File: src/rtl/wb_pkg.sv
// Shared types and constants for the MEM/WB pipeline register and write-back datapath.
package wb_pkg;

  // Write-back source select carried down from decode.
  typedef enum logic [1:0] {
    RES_ALU  = 2'b00,
    RES_MEM  = 2'b01,
    RES_PC4  = 2'b10,
    RES_RSVD = 2'b11
  } result_src_e;

  // Load size/sign encodings (funct3 of the LOAD opcode).
  localparam logic [2:0] F3_LB  = 3'b000;
  localparam logic [2:0] F3_LH  = 3'b001;
  localparam logic [2:0] F3_LW  = 3'b010;
  localparam logic [2:0] F3_LBU = 3'b100;
  localparam logic [2:0] F3_LHU = 3'b101;

  // Architectural register x0 is hard-wired to zero and never written.
  localparam logic [4:0] REG_ZERO = 5'd0;

  // True for the funct3 codes that name a real load.
  function automatic logic is_load_funct3(input logic [2:0] f3);
    return (f3 == F3_LB) || (f3 == F3_LH) || (f3 == F3_LW) ||
           (f3 == F3_LBU) || (f3 == F3_LHU);
  endfunction

endpackage

File: src/rtl/writeback_load_align.sv
// Combinational load alignment: picks the addressed byte/halfword/word out of the
// raw memory word, extends it to XLEN, and flags misaligned or illegal loads.
module load_align_unit
  import wb_pkg::*;
#(
  parameter int XLEN = 32
) (
  input  logic [2:0]      funct3,
  input  logic [1:0]      off,
  input  logic [XLEN-1:0] raw,
  output logic [XLEN-1:0] value,
  output logic            misaligned,
  output logic            illegal
);

  logic [7:0]  byte_sel;
  logic [15:0] half_sel;

  // Sign-extend a byte to XLEN.
  function automatic logic [XLEN-1:0] sext8(input logic signed [7:0] b);
    return XLEN'(b);
  endfunction

  // Zero-extend a byte to XLEN.
  function automatic logic [XLEN-1:0] zext8(input logic [7:0] b);
    return XLEN'(b);
  endfunction

  // Sign-extend a halfword to XLEN.
  function automatic logic [XLEN-1:0] sext16(input logic signed [15:0] h);
    return XLEN'(h);
  endfunction

  // Zero-extend a halfword to XLEN.
  function automatic logic [XLEN-1:0] zext16(input logic [15:0] h);
    return XLEN'(h);
  endfunction

  // Sign-extend a word to XLEN (identity when XLEN is 32).
  function automatic logic [XLEN-1:0] sext32(input logic signed [31:0] w);
    return XLEN'(w);
  endfunction

  // Lane selection: byte by the full offset, halfword by offset bit 1 only.
  assign byte_sel = raw[{off, 3'b000} +: 8];
  assign half_sel = raw[{off[1], 4'b0000} +: 16];

  // Decode load size/sign into the extended value and the fault flags.
  always_comb begin
    value      = '0;
    misaligned = 1'b0;
    illegal    = 1'b0;
    case (funct3)
      F3_LB:  value = sext8(byte_sel);
      F3_LBU: value = zext8(byte_sel);
      F3_LH: begin
        value      = sext16(half_sel);
        misaligned = off[0];
      end
      F3_LHU: begin
        value      = zext16(half_sel);
        misaligned = off[0];
      end
      F3_LW: begin
        value      = sext32(raw[31:0]);
        misaligned = (off != 2'b00);
      end
      default: illegal = 1'b1;
    endcase
  end

endmodule

File: src/rtl/writeback_stage.sv
// MEM/WB pipeline register and write-back datapath: captures MEM results, aligns
// loads, selects the write-back value, drives the register-file write port and the
// forwarding tap, and counts retired instructions.
module writeback_stage
  import wb_pkg::*;
#(
  parameter int XLEN  = 32,
  parameter int CNT_W = 64
) (
  input  logic             clk,
  input  logic             rst,
  input  logic             stall,
  input  logic             flush,
  input  logic             mem_valid,
  input  logic             mem_reg_write,
  input  logic [4:0]       mem_rd,
  input  logic [1:0]       mem_result_src,
  input  logic [2:0]       mem_funct3,
  input  logic [XLEN-1:0]  mem_alu_result,
  input  logic [XLEN-1:0]  mem_read_data,
  input  logic [XLEN-1:0]  mem_pc_plus4,
  output logic             rf_we,
  output logic [4:0]       rf_addr,
  output logic [XLEN-1:0]  rf_wdata,
  output logic             fwd_valid,
  output logic [4:0]       fwd_rd,
  output logic [XLEN-1:0]  fwd_data,
  output logic             wb_fault,
  output logic [CNT_W-1:0] instret
);

  // MEM/WB stage registers; fresh marks the first cycle an instruction sits in WB.
  logic              vld_p1;
  logic              fresh_p1;
  logic              reg_write_p1;
  logic [4:0]        rd_p1;
  result_src_e       src_p1;
  logic [2:0]        funct3_p1;
  logic [XLEN-1:0]   alu_p1;
  logic [XLEN-1:0]   rdata_p1;
  logic [XLEN-1:0]   pc4_p1;
  logic [CNT_W-1:0]  instret_q;

  logic [XLEN-1:0]   load_value;
  logic              load_mis;
  logic              load_ill;
  logic [XLEN-1:0]   sel_value;
  logic              src_fault;
  logic              writes_rd;

  // Capture MEM results with priority rst > flush > stall > load.
  always_ff @(posedge clk or posedge rst) begin
    if (rst) begin
      vld_p1       <= 1'b0;
      fresh_p1     <= 1'b0;
      reg_write_p1 <= 1'b0;
      rd_p1        <= '0;
      src_p1       <= RES_ALU;
      funct3_p1    <= '0;
      alu_p1       <= '0;
      rdata_p1     <= '0;
      pc4_p1       <= '0;
    end else if (flush) begin
      vld_p1   <= 1'b0;
      fresh_p1 <= 1'b0;
    end else if (stall) begin
      fresh_p1 <= 1'b0;
    end else begin
      vld_p1       <= mem_valid;
      fresh_p1     <= mem_valid;
      reg_write_p1 <= mem_reg_write;
      rd_p1        <= mem_rd;
      src_p1       <= result_src_e'(mem_result_src);
      funct3_p1    <= mem_funct3;
      alu_p1       <= mem_alu_result;
      rdata_p1     <= mem_read_data;
      pc4_p1       <= mem_pc_plus4;
    end
  end

  // Count each instruction once, on the edge that ends its first WB cycle.
  always_ff @(posedge clk or posedge rst) begin
    if (rst) begin
      instret_q <= '0;
    end else if (vld_p1 && fresh_p1) begin
      instret_q <= instret_q + CNT_W'(1);
    end
  end

  // ---- WB stage: load alignment, result select, write-port qualification ----
  load_align_unit #(
    .XLEN(XLEN)
  ) u_align (
    .funct3    (funct3_p1),
    .off       (alu_p1[1:0]),
    .raw       (rdata_p1),
    .value     (load_value),
    .misaligned(load_mis),
    .illegal   (load_ill)
  );

  // Select the write-back value; load faults only matter when the load is the source.
  always_comb begin
    sel_value = '0;
    src_fault = 1'b0;
    case (src_p1)
      RES_ALU: sel_value = alu_p1;
      RES_MEM: begin
        sel_value = load_value;
        src_fault = load_mis | load_ill;
      end
      RES_PC4: sel_value = pc4_p1;
      default: src_fault = 1'b1;
    endcase
  end

  // A faulting instruction retires but never touches the register file.
  assign writes_rd = vld_p1 & reg_write_p1 & (rd_p1 != REG_ZERO) & ~src_fault;

  // Writes happen once; forwarding stays up for the whole stall.
  assign rf_we     = writes_rd & fresh_p1;
  assign rf_addr   = vld_p1 ? rd_p1 : '0;
  assign rf_wdata  = vld_p1 ? sel_value : '0;
  assign fwd_valid = writes_rd;
  assign fwd_rd    = rf_addr;
  assign fwd_data  = rf_wdata;
  assign wb_fault  = vld_p1 & src_fault;
  assign instret   = instret_q;

endmodule

File: config.mk
export PLATFORM = sky130hd
export DESIGN_NAME = writeback_stage
export DESIGN_NICKNAME = d
export VERILOG_FILES = /design/src/rtl/wb_pkg.sv /design/src/rtl/writeback_load_align.sv /design/src/rtl/writeback_stage.sv
export SDC_FILE = /design/constraint.sdc
export NUM_CORES = 1
export LEC_CHECK = 0
export ABC_AREA = 1
export CORE_ASPECT_RATIO = 0.8
export CORE_UTILIZATION = 23
export DETAILED_ROUTE_END_ITERATION = 16
export HOLD_SLACK_MARGIN = 0.05
export PLACE_DENSITY = 0.47
export SYNTH_ARGS = -nofsm -noshare
export SYNTH_HDL_FRONTEND = slang
export SYNTH_SLANG_ARGS = --single-unit
export TNS_END_PERCENT = 30
File: constraint.sdc
create_clock -name clk -period 6.54 [get_ports clk]
set_input_delay 1.962 -clock clk [delete_from_list [all_inputs] [get_ports clk]]
set_output_delay 1.962 -clock clk [all_outputs]
set_load 0.01 [all_outputs]
==> metrics.md <==
| Metric | Value |
|---|---|
| Outcome | `finished clean` |
| Worst path depth | `7` |
| CTS Root Cell | `clkbuf_16` |
| WHS Path Cells | `2` |
| CP Data Required Time | `around 4.6 ns` |
| Share of cells above drive strength 1 | `under 10%` |
| Final antenna-violating net count | `0` |
| Leading cell type in the layout, fill and taps excluded | `nand2_1` |
| Synthesized instance count | `between 1000 and 1500` |
| DRC violations left | `0` |
| Max rail drop VDD | `about 0.00016 V` |
| Critical path's largest stage delay | `0.84 ns` |
| Seq/Total Area, Yosys | `about 44%` |
| Final setup fails | `0` |
| CP max stage cell | `dfrtp_1` |
| Dpl hpwl | `between 20 and 30 mm` |
| Warning count from the yosys run | `0` |
| Area growth syn-to-layout | `35.04%` |
| R2r startpoint | `vld_p1$_DFFE_PP0P_` |
| Crit path launch | `alu_p1[1]$_DFFE_PP0P_` |
| Vias in the first global route | `roughly 9000` |
| Data arrival, critical path | `roughly 3.3 ns` |
| Worst Setup Path Type | `flip-flop to output pin` |
| Cell Area, Synth | `9834 sq um` |
| Hold buffers post-CTS | `0` |
| Die H | `187.0 um` |
| Slew Limit Headroom | `27.36%` |
| Clock Pin Slew Worst Setup and Hold Paths | `~0.060 ns` |
| Syn_nets | `approximately 1400` |
| Static Leakage | `approximately 5.7 nW` |
| Hold crit path type | `flip-flop to flip-flop` |
| Slew @ Worst Pin | `between 1 and 1.5 ns` |
| Fin nets | `1634` |
| Clock power frac | `between 30% and 40%` |
| Combinational share of power | `19.2%` |
| Non-filler cells, final | `~2100` |
| Die X | `about 230 um` |
| I/O pin count | `253` |
| Power density over the cells | `between 200 and 250 nW/um^2` |
| Avg Inst Size Synth | `between 7 and 8 sq um` |
| Worst r2r dst | `instret[52]$_DFFE_PP0P_` |
| # rows | `67` |
| Diodes inserted | `0` |
| DRT Pass-1 Iters | `5` |
| Final worst-path cycle share | `~80%` |
| Antenna violations before repair | `4` |
| Switching Fraction | `29.66%` |
| Post-synthesis mux area share | `0%` |
| Number of setup buffers added after CTS | `0` |
| Total core area | `roughly 42000 sq um` |
| DR WL/cell | `between 15 and 20 um` |
| Most frequent cells in the layout | `351 x nand2_1, 252 x clkdlybuf4s50_1, 196 x inv_1` |
| Slew Viols, Final | `0` |
| Vias per cell | `~4.4` |
| Routed WL | `33.66 mm` |
| I/O Buffers | `around 250` |
| Sequential share of power | `around 44%` |
| Worst Setup EP | `fwd_data[8]` |
| Final GP Congestion | `roughly 0.88` |
| Vias after detailed routing | `about 9100` |
| Setup TNS | `0 ns` |
| Simple-gate share of the synthesized area | `between 20% and 30%` |
| Endpoints failing hold | `0` |
| Worst Clk Skew | `about 0.0075 ns` |
| First-pass GRT wire length | `52.78 mm` |
| Max clock buf depth | `2` |
| Placed cells | `around 2000` |
| Pre-CTS setup slack | `around 1.8 ns` |
| RSZ-0062 raised after global routing | `no` |
| Clk_lat worst skew | `0.44 ns` |
| CP most frequent cell | `nand2_1` |
| Min Tclk post-route | `~5.2 ns` |
| Main combinational cell family by area after synthesis | `simple AND/OR/NAND/NOR gates` |
| Net switching power | `~830 uW` |
| Iter 0 DRT Violations | `598` |
| Xor/xnor cell area share of the yosys netlist | `3.550%` |
| Pin count of the biggest net entering global routing | `70` |
| Total GRT Usage | `between 10% and 20%` |
| Max Cap Viol | `0` |
| Overflow after GRT | `0` |
| CP cell instances | `o211ai_1 -> nand2_1 -> nand2_1 -> nand2_1 -> nand2_1 -> a21oi_1 -> clkdlybuf4s50_1` |
| Full die area | `43590 sq um` |
| #FFs+latches synth | `around 170` |
| Crit. End Element | `output pin` |
| Critical-path maximum fanout | `29` |
| Synth Area in Compound Gates | `approximately an eighth` |
| Post-CTS Resized | `0` |
| H-Tree Depth | `4` |
| Cell-internal power | `between 1.5 and 2 mW` |
| Cell variety after synth | `39` |
| Fmax | `191.5 MHz` |
| Flop2flop setup slack | `roughly 4.7 ns` |
| # clock sinks | `approximately 170` |
| Worst setup slack after layout | `about 1.3 ns` |
| Buf/Inv on CP | `1` |
| Starting density of the core | `a little under a quarter` |
| Startpoint Class | `flip-flop` |
| CTS tree | `yes` |
| R2R depth | `9` |
| Total CTS buffers | `17` |
| Crit path max-delay family | `simple AND/OR/NAND/NOR gates` |
| Adder-Cell Fraction of Synth Area | `less than 1%` |
Yosys cell counts:
library cell / count / share of area [%]
a21oi_1: 40 / 2.0
and2_1: 1 / 0.064
and3_1: 1 / 0.064
buf_1: 1 / 0.038
buf_2: 6 / 0.31
buf_4: 42 / 3.2
buf_8: 1 / 0.15
clkbuf_1: 34 / 1.3
clkinv_1: 1 / 0.038
dfrtp_1: 173 / 44
ha_1: 1 / 0.13
inv_1: 197 / 7.5
inv_2: 8 / 0.31
inv_4: 1 / 0.064
nand2_1: 351 / 13
nand2_2: 7 / 0.45
nand2_4: 3 / 0.34
nand3_1: 44 / 2.2
nand3_2: 6 / 0.61
nand3_4: 2 / 0.36
nand3b_1: 5 / 0.38
nand4_1: 17 / 1.1
nand4_4: 2 / 0.43
nor2_1: 103 / 3.9
nor2_2: 13 / 0.83
nor2_4: 8 / 0.92
nor2_8: 3 / 0.61
nor3_1: 16 / 0.81
nor3_2: 4 / 0.41
nor3b_1: 2 / 0.15
nor4_1: 2 / 0.13
o211ai_1: 2 / 0.15
o21ai_0: 144 / 7.3
o21ai_1: 2 / 0.10
o21bai_1: 1 / 0.076
o22ai_1: 39 / 2.5
xnor2_1: 21 / 1.9
xor2_1: 17 / 1.5
xor2_2: 1 / 0.17
registers in the layout, summed over array words and instances, names as in the netlist:
register      count
rdata_p1         32
src_p1            2
rd_p1             5
alu_p1           32
reg_write_p1      1
instret          64
pc4_p1           32
funct3_p1         3
vld_p1            1
fresh_p1          1
layer usage:
layer,track usage [%],wire length (um),vias to the layer above
li1,-,-,4525
met1,21.80,15770,4373
met2,24.86,15610,200
met3,4.146,1896,26
met4,3.469,342,6
met5,0,41,-
power groups by stage:
stage,logic (mW),registers [mW],clock network (mW)
finish,0.537,1.21,1.04
detailed placement,0.541,1.23,0
floorplan,0.321,1.21,0
global placement,0.539,1.23,0
CTS,0.544,1.21,1.08
global route,0.604,1.22,1.13
worst min-delay path, stage by stage, from the launching register on:
cell     delay, ns
dfrtp_1       0.34
nand2_1       0.06
nand2_1       0.05
kinds of logic (layout without fill, tap and decap cells):
family	after synthesis	after routing
buffers and inverters	291	503
adders and majority gates	1	1
DFF	173	173
xor gates and xnor gates	39	39
and+or+nand+nor	590	590
AOI/OAI and AO/OA	228	228
final cells by class:
cell class,instances,area (sq um)
inverters,207,783.3
repair buffers,264,2650
well taps,552,690.7
clock buffers,21,450.4
multi-input cells,858,4244
flip-flops and latches,173,4329
fillers,4510,28720
clock inverters,11,132.6
worst min path at each step:
stage	start	endpoint	slack, ns
after floorplan	rdata_p1[0]$_DFFE_PP0P_	rdata_p1[0]$_DFFE_PP0P_	0.44
after global placement	reg_write_p1$_DFFE_PP0P_	reg_write_p1$_DFFE_PP0P_	0.46
after detailed placement	reg_write_p1$_DFFE_PP0P_	reg_write_p1$_DFFE_PP0P_	0.47
after CTS	reg_write_p1$_DFFE_PP0P_	reg_write_p1$_DFFE_PP0P_	0.49
after global routing	rdata_p1[0]$_DFFE_PP0P_	rdata_p1[0]$_DFFE_PP0P_	0.53
final	reg_write_p1$_DFFE_PP0P_	reg_write_p1$_DFFE_PP0P_	0.48
through the flow:
step | util, % | power [mW] | area [sq um] | hold slack, ns
after CTS | 31.62 | 2.838 | 13280 | 0.4884
after detailed placement | 30.23 | 1.774 | 12700 | 0.4723
after global placement | 30.23 | 1.770 | 12700 | 0.4597
final | 31.62 | 2.788 | 13280 | 0.4798
after global routing | 31.62 | 2.953 | 13280 | 0.5284
after floorplan | - | 1.535 | 9838 | 0.4424
No activity file was read; power rests on OpenSTA's default activity.
